File: src/rtl/aire_panel_tx.sv
// aire_panel_tx: drives an AC panel's power line and four button
// pulse lines so that its speed and setting reach a requested target.
//
// Ports:
//   clock, reset           rising-edge clock, synchronous active-high reset
//   req_valid/req_ready    command handshake (accept on valid & ready)
//   req_on, req_vel,       requested power, speed code (00 treated as 01)
//   req_set                and setting index 0..3
//   on                     power level, held from acceptance
//   pb1..pb4               speed up/down, setting up/down pulses
//   busy, done             command in progress / one-cycle completion
//   cur_vel, cur_set       shadow copies of the AC speed and setting

module aire_panel_tx #(
  parameter int PRESS_CYCLES = 1,
  parameter int GAP_CYCLES   = 3
) (
  input  logic       clock,
  input  logic       reset,
  input  logic       req_valid,
  output logic       req_ready,
  input  logic       req_on,
  input  logic [1:0] req_vel,
  input  logic [1:0] req_set,
  output logic       on,
  output logic       pb1,
  output logic       pb2,
  output logic       pb3,
  output logic       pb4,
  output logic       busy,
  output logic       done,
  output logic [1:0] cur_vel,
  output logic [1:0] cur_set
);

  localparam logic [2:0] S_IDLE  = 3'd0;
  localparam logic [2:0] S_PRESS = 3'd2;
  localparam logic [2:0] S_GAP   = 3'd3;
  localparam logic [2:0] S_DONE  = 3'd4;

  localparam logic [3:0] PRESS_LAST = 4'(PRESS_CYCLES - 1);
  localparam logic [3:0] GAP_LAST   = 4'(GAP_CYCLES - 1);

  logic [2:0] state;
  logic [3:0] tmr;
  logic [1:0] vel_cnt;
  logic [1:0] set_cnt;
  logic       vel_up;
  logic       set_up;

  // Load: press counts are computed combinationally from the request
  // and the shadows so the first pulse can start right after acceptance.
  logic [1:0] tgt_vel;
  logic [1:0] set_diff;
  logic [1:0] ld_vel_cnt;
  logic [1:0] ld_set_cnt;
  logic       ld_vel_up;
  logic       ld_set_up;
  logic       ld_any;

  always_comb begin
    tgt_vel    = (req_vel == 2'd0) ? 2'd1 : req_vel;
    set_diff   = req_set - cur_set;
    ld_vel_up  = tgt_vel > cur_vel;
    ld_set_up  = set_diff != 2'd3;
    ld_vel_cnt = ld_vel_up ? (tgt_vel - cur_vel)
                           : (cur_vel - tgt_vel);
    ld_set_cnt = (set_diff == 2'd3) ? 2'd1 : set_diff;
    if (!req_on) begin
      ld_vel_cnt = 2'd0;
      ld_set_cnt = 2'd0;
    end
    ld_any = (ld_vel_cnt != 2'd0) || (ld_set_cnt != 2'd0);
  end

  // Speed pulses drain first; a pulse is a setting pulse only once
  // the speed count has reached zero.
  logic spd_act;
  logic press;
  logic more;

  assign spd_act = vel_cnt != 2'd0;
  assign press   = state == S_PRESS;
  assign more    = (vel_cnt != 2'd0) || (set_cnt != 2'd0);

  always_ff @(posedge clock) begin
    if (reset) begin
      state   <= S_IDLE;
      tmr     <= 4'd0;
      vel_cnt <= 2'd0;
      set_cnt <= 2'd0;
      vel_up  <= 1'b0;
      set_up  <= 1'b0;
      on      <= 1'b0;
      cur_vel <= 2'd1;
      cur_set <= 2'd0;
    end else begin
      unique case (state)
        S_IDLE: begin
          if (req_valid) begin
            on      <= req_on;
            vel_cnt <= ld_vel_cnt;
            set_cnt <= ld_set_cnt;
            vel_up  <= ld_vel_up;
            set_up  <= ld_set_up;
            tmr     <= 4'd0;
            state   <= ld_any ? S_PRESS : S_DONE;
          end
        end
        S_PRESS: begin
          if (tmr == PRESS_LAST) begin
            tmr   <= 4'd0;
            state <= S_GAP;
            if (spd_act) begin
              vel_cnt <= vel_cnt - 2'd1;
              if (vel_up) begin
                if (cur_vel != 2'd3) cur_vel <= cur_vel + 2'd1;
              end else begin
                if (cur_vel != 2'd1) cur_vel <= cur_vel - 2'd1;
              end
            end else begin
              set_cnt <= set_cnt - 2'd1;
              cur_set <= set_up ? cur_set + 2'd1
                                : cur_set - 2'd1;
            end
          end else begin
            tmr <= tmr + 4'd1;
          end
        end
        S_GAP: begin
          if (tmr == GAP_LAST) begin
            tmr   <= 4'd0;
            state <= more ? S_PRESS : S_DONE;
          end else begin
            tmr <= tmr + 4'd1;
          end
        end
        S_DONE: state <= S_IDLE;
        default: state <= S_IDLE;
      endcase
    end
  end

  assign pb1       = press &  spd_act &  vel_up;
  assign pb2       = press &  spd_act & ~vel_up;
  assign pb3       = press & ~spd_act &  set_up;
  assign pb4       = press & ~spd_act & ~set_up;
  assign busy      = state != S_IDLE;
  assign req_ready = ~busy;
  assign done      = state == S_DONE;

endmodule
File: config.mk
export PLATFORM = sky130hd
export DESIGN_NAME = aire_panel_tx
export DESIGN_NICKNAME = d
export VERILOG_FILES = /design/src/rtl/aire_panel_tx.sv
export SDC_FILE = /design/constraint.sdc
export NUM_CORES = 1
export LEC_CHECK = 0
export CELL_PAD_IN_SITES_DETAIL_PLACEMENT = 0
export CELL_PAD_IN_SITES_GLOBAL_PLACEMENT = 1
export CORE_ASPECT_RATIO = 1.5
export CORE_MARGIN = 3
export CORE_UTILIZATION = 41
export CTS_BUF_LIST = sky130_fd_sc_hd__clkbuf_8
export CTS_CLUSTER_SIZE = 25
export DETAILED_ROUTE_END_ITERATION = 16
export PLACE_DENSITY = 0.81
export SYNTH_ARGS = -nofsm -noshare
export SYNTH_HDL_FRONTEND = slang
export SYNTH_SLANG_ARGS = --single-unit
File: constraint.sdc
create_clock -name clock -period 2.5 [get_ports clock]
set_clock_uncertainty 0.1 [all_clocks]
set_input_delay 0.375 -clock clock [delete_from_list [all_inputs] [get_ports clock]]
set_output_delay 0.375 -clock clock [all_outputs]
set_load 0.02 [all_outputs]
==> results.md <==
* Register bit total from synthesis at 18
* Minimum clock period at 2.36 ns
* Netlist cell types at 45
* Area Growth Syn to Fin at 23.0%
* Vias at 1121
* DR iter-0 viols at 18
* First-pass GRT wire length at 5060 um
* Antenna fix cells at 0
* Fin Hold WS at 0.355 ns
* Starting Density at 43.5%
* Critical Path Fanout Max at 3
* Largest net degree at the start of global routing at 19
* I/O Pins at 20
* Total wire length at roughly 3000 um
* Outcome: complete, no violations
* Clock Root Buffer: clkbuf_8
* Worst-skew pair later-pin latency at 0.26 ns
* Most frequent cells after synthesis: dfxtp_1, inv_1, ha_1, nor2_1, a21oi_1
* Most frequent cell after synthesis: dfxtp_1
* WS Path Type: in -> reg
* Slew Limit Headroom at 56.6%
* Total GRT Usage at 17.4%
* Sw Share at 33.9%
* Syn nets at 170
* Syn. warnings at 0
* Worst setup EP type: flip-flop
* CP arrival at between 2 and 2.5 ns
* Cts-stage hold buffer count at 0
* Die Ht at around 74 um
* Main flop type after synthesis: dfxtp_1
* Post-synthesis sequential area ratio at 28.2%
* Logic pwr share at 37.7%
* Post-synthesis async set-or-reset flop share at 0%
* Residual DRC at 0
* Final instance area at 1570 sq um
* Fin. max-slew vios at 0
* Initial antenna violation count at 0
* FF-to-FF path depth at 6
* Critical Path Start Type: primary input
* IO buf count at 19
* GRT Residual Overflow at 0
* Htree depth at 1
* Clock Sinks at 18
* Core ar. at 2940 sq um
* Die Wd at 51.6 um
* Placed Cells incl. Taps at 206
* Gate Count Post-Synth at around 150
* CP required at around 2.6 ns
* Dominant cell type by area after synthesis: dfxtp_1
* CTS tree: done
* Layout Utilization at 53.5%
* R2R Setup Slk at 0.46 ns
* Max Cap Viol at 0
* Post-CTS Setup Repair Bufs at 0
* Endpoints failing setup at 0
* Clock power frac at 23.6%
* Internal at 0.570 mW
* Final Hold Vio Count at 0
* WHS Endpoint: on
* Layout cells sized above 1 at 10.0%
* Worst hold stages at 2
* PwrDens at between 500 and 600 nW/um^2
* Min-delay worst type: reg -> reg
* Setup WS post-layout at 0.138 ns
* Seq pwr share at 38.7%
* HP Start: on
* Antenna Nets Post-Route at 0
* Longest Clk Path Bufs at 2
* Dpl ws at -0.169 ns
* Row count at 24
* Final Non-Filler Cells at 209
* Vias in the first global route at 1133
* Power Total at 0.863 mW
* Synth top area cells: dfxtp_1, ha_1, inv_1
* Post-Syn Area at ~1300 sq um
* Switching power at 0.293 mW
* Synth top area share at between 20 and 30%
* Final net count at around 190
* Unrepaired setup endpoints after global routing: no
* Post-CTS sizing at 0
* Avg WL per Cell at 14.3 um
* RR Startpoint: cur_vel[0]
* VDD IR max at 318 uV
* Num CTS Buffers at 3
* Leak Pwr at 0.651 nW
* Fin Setup TNS at 0 ns
* Drt pass-1 iters at 4
* Final Cycle Share at between 90 and 100%
* Maximum clock rate at 423 MHz
* Clk slew on worst S/H paths at 0.07 ns
* R2r endpoint: state[2]
* Post-Syn Area per Cell at between 8 and 9 sq um
* Die ar. at between 3000 and 4000 sq um
* Placed Area at about 1500 sq um
* Vias per cell at between 5 and 6
* Final Wtd Congestion at 0.749
* Worst slew pin tran at 0.649 ns
* Post-synth EDFFs at 0
* Hpwl dp at 2370 um
[sequential cells by signal, indices dropped and copies added (netlist names)]
name / flops
on: 1
set_up: 1
cur_set: 2
set_cnt: 2
vel_cnt: 2
tmr: 4
state: 3
vel_up: 1
cur_vel: 2
[how the worst max path moves through the flow]
stage | from | end | slack [ns]
after floorplan | req_vel[0] | state[2] | 0.41
after global placement | req_vel[0] | state[1] | -0.13
after detailed placement | req_vel[0] | state[1] | -0.17
after CTS | state[0] | pb1 | 0.08
after global routing | req_vel[0] | state[2] | 0.008
final | req_vel[0] | state[2] | 0.14
[power groups by stage]
stage	Clock [mW]	Combinational, mW	Sequential, mW
finish	0.204	0.325	0.334
global placement	0	0.320	0.340
global route	0.218	0.358	0.338
floorplan	0	0.209	0.347
detailed placement	0	0.324	0.341
CTS	0.209	0.326	0.334
[critical path, cell delays in order]
cell and delay, ns:
clkdlybuf4s50_1 0.45, nand2b_1 0.12, inv_1 0.05, ha_1 0.19
fa_1 0.48, a211oi_1 0.05, a211o_1 0.27, o311ai_1 0.27
and4b_1 0.22
[layout make-up]
| class | instances | area [sq um] |
|---|---|---|
| timing repair buffer | 26 | 245 |
| tap | 39 | 48.8 |
| sequential | 18 | 360 |
| inverter | 14 | 52.6 |
| fill | 319 | 1370 |
| clock buffer | 3 | 41.3 |
| multi-input combinational | 109 | 826 |
[cell families (layout without fill, tap and decap cells)]
kind of cell	count (synthesis)	after routing	synth area share, %
AOI/OAI and AO/OA	30	30	16.0
xor gates and xnor gates	8	8	5.47
adders and majority gates	13	13	13.3
buffers and inverters	22	43	7.33
DFF	18	18	28.2
muxes	4	4	3.23
and+or+nand+nor	54	54	26.5
[per-layer routing]
layer | part of all wire [%] | up-vias | GRT usage, %
li1 | - | 569 | -
met1 | 39 | 532 | 17.5
met2 | 57 | 15 | 34.8
met3 | 2.7 | 5 | 2.00
met4 | 1.6 | 0 | 7.00
met5 | 0 | - | 0
[cells in the final DEF (no fill, tap or decap), types with 2 or more instances in the layout]
master           count
dfxtp_1             18
clkdlybuf4s50_1     18
inv_1               14
nor2_1              12
ha_1                12
a21oi_1             10
nand2_1              7
buf_4                7
a211oi_1             6
nand3_1              5
xnor2_1              5
nor3_1               4
nand2b_1             3
or3_1                3
xor2_1               3
mux2i_1              3
and3_1               3
clkbuf_8             3
nor3b_1              2
nand3b_1             2
o311ai_1             2
a31oi_1              2
a311oi_1             2
o21ai_0              2
Power figures use the tool's default switching activity.
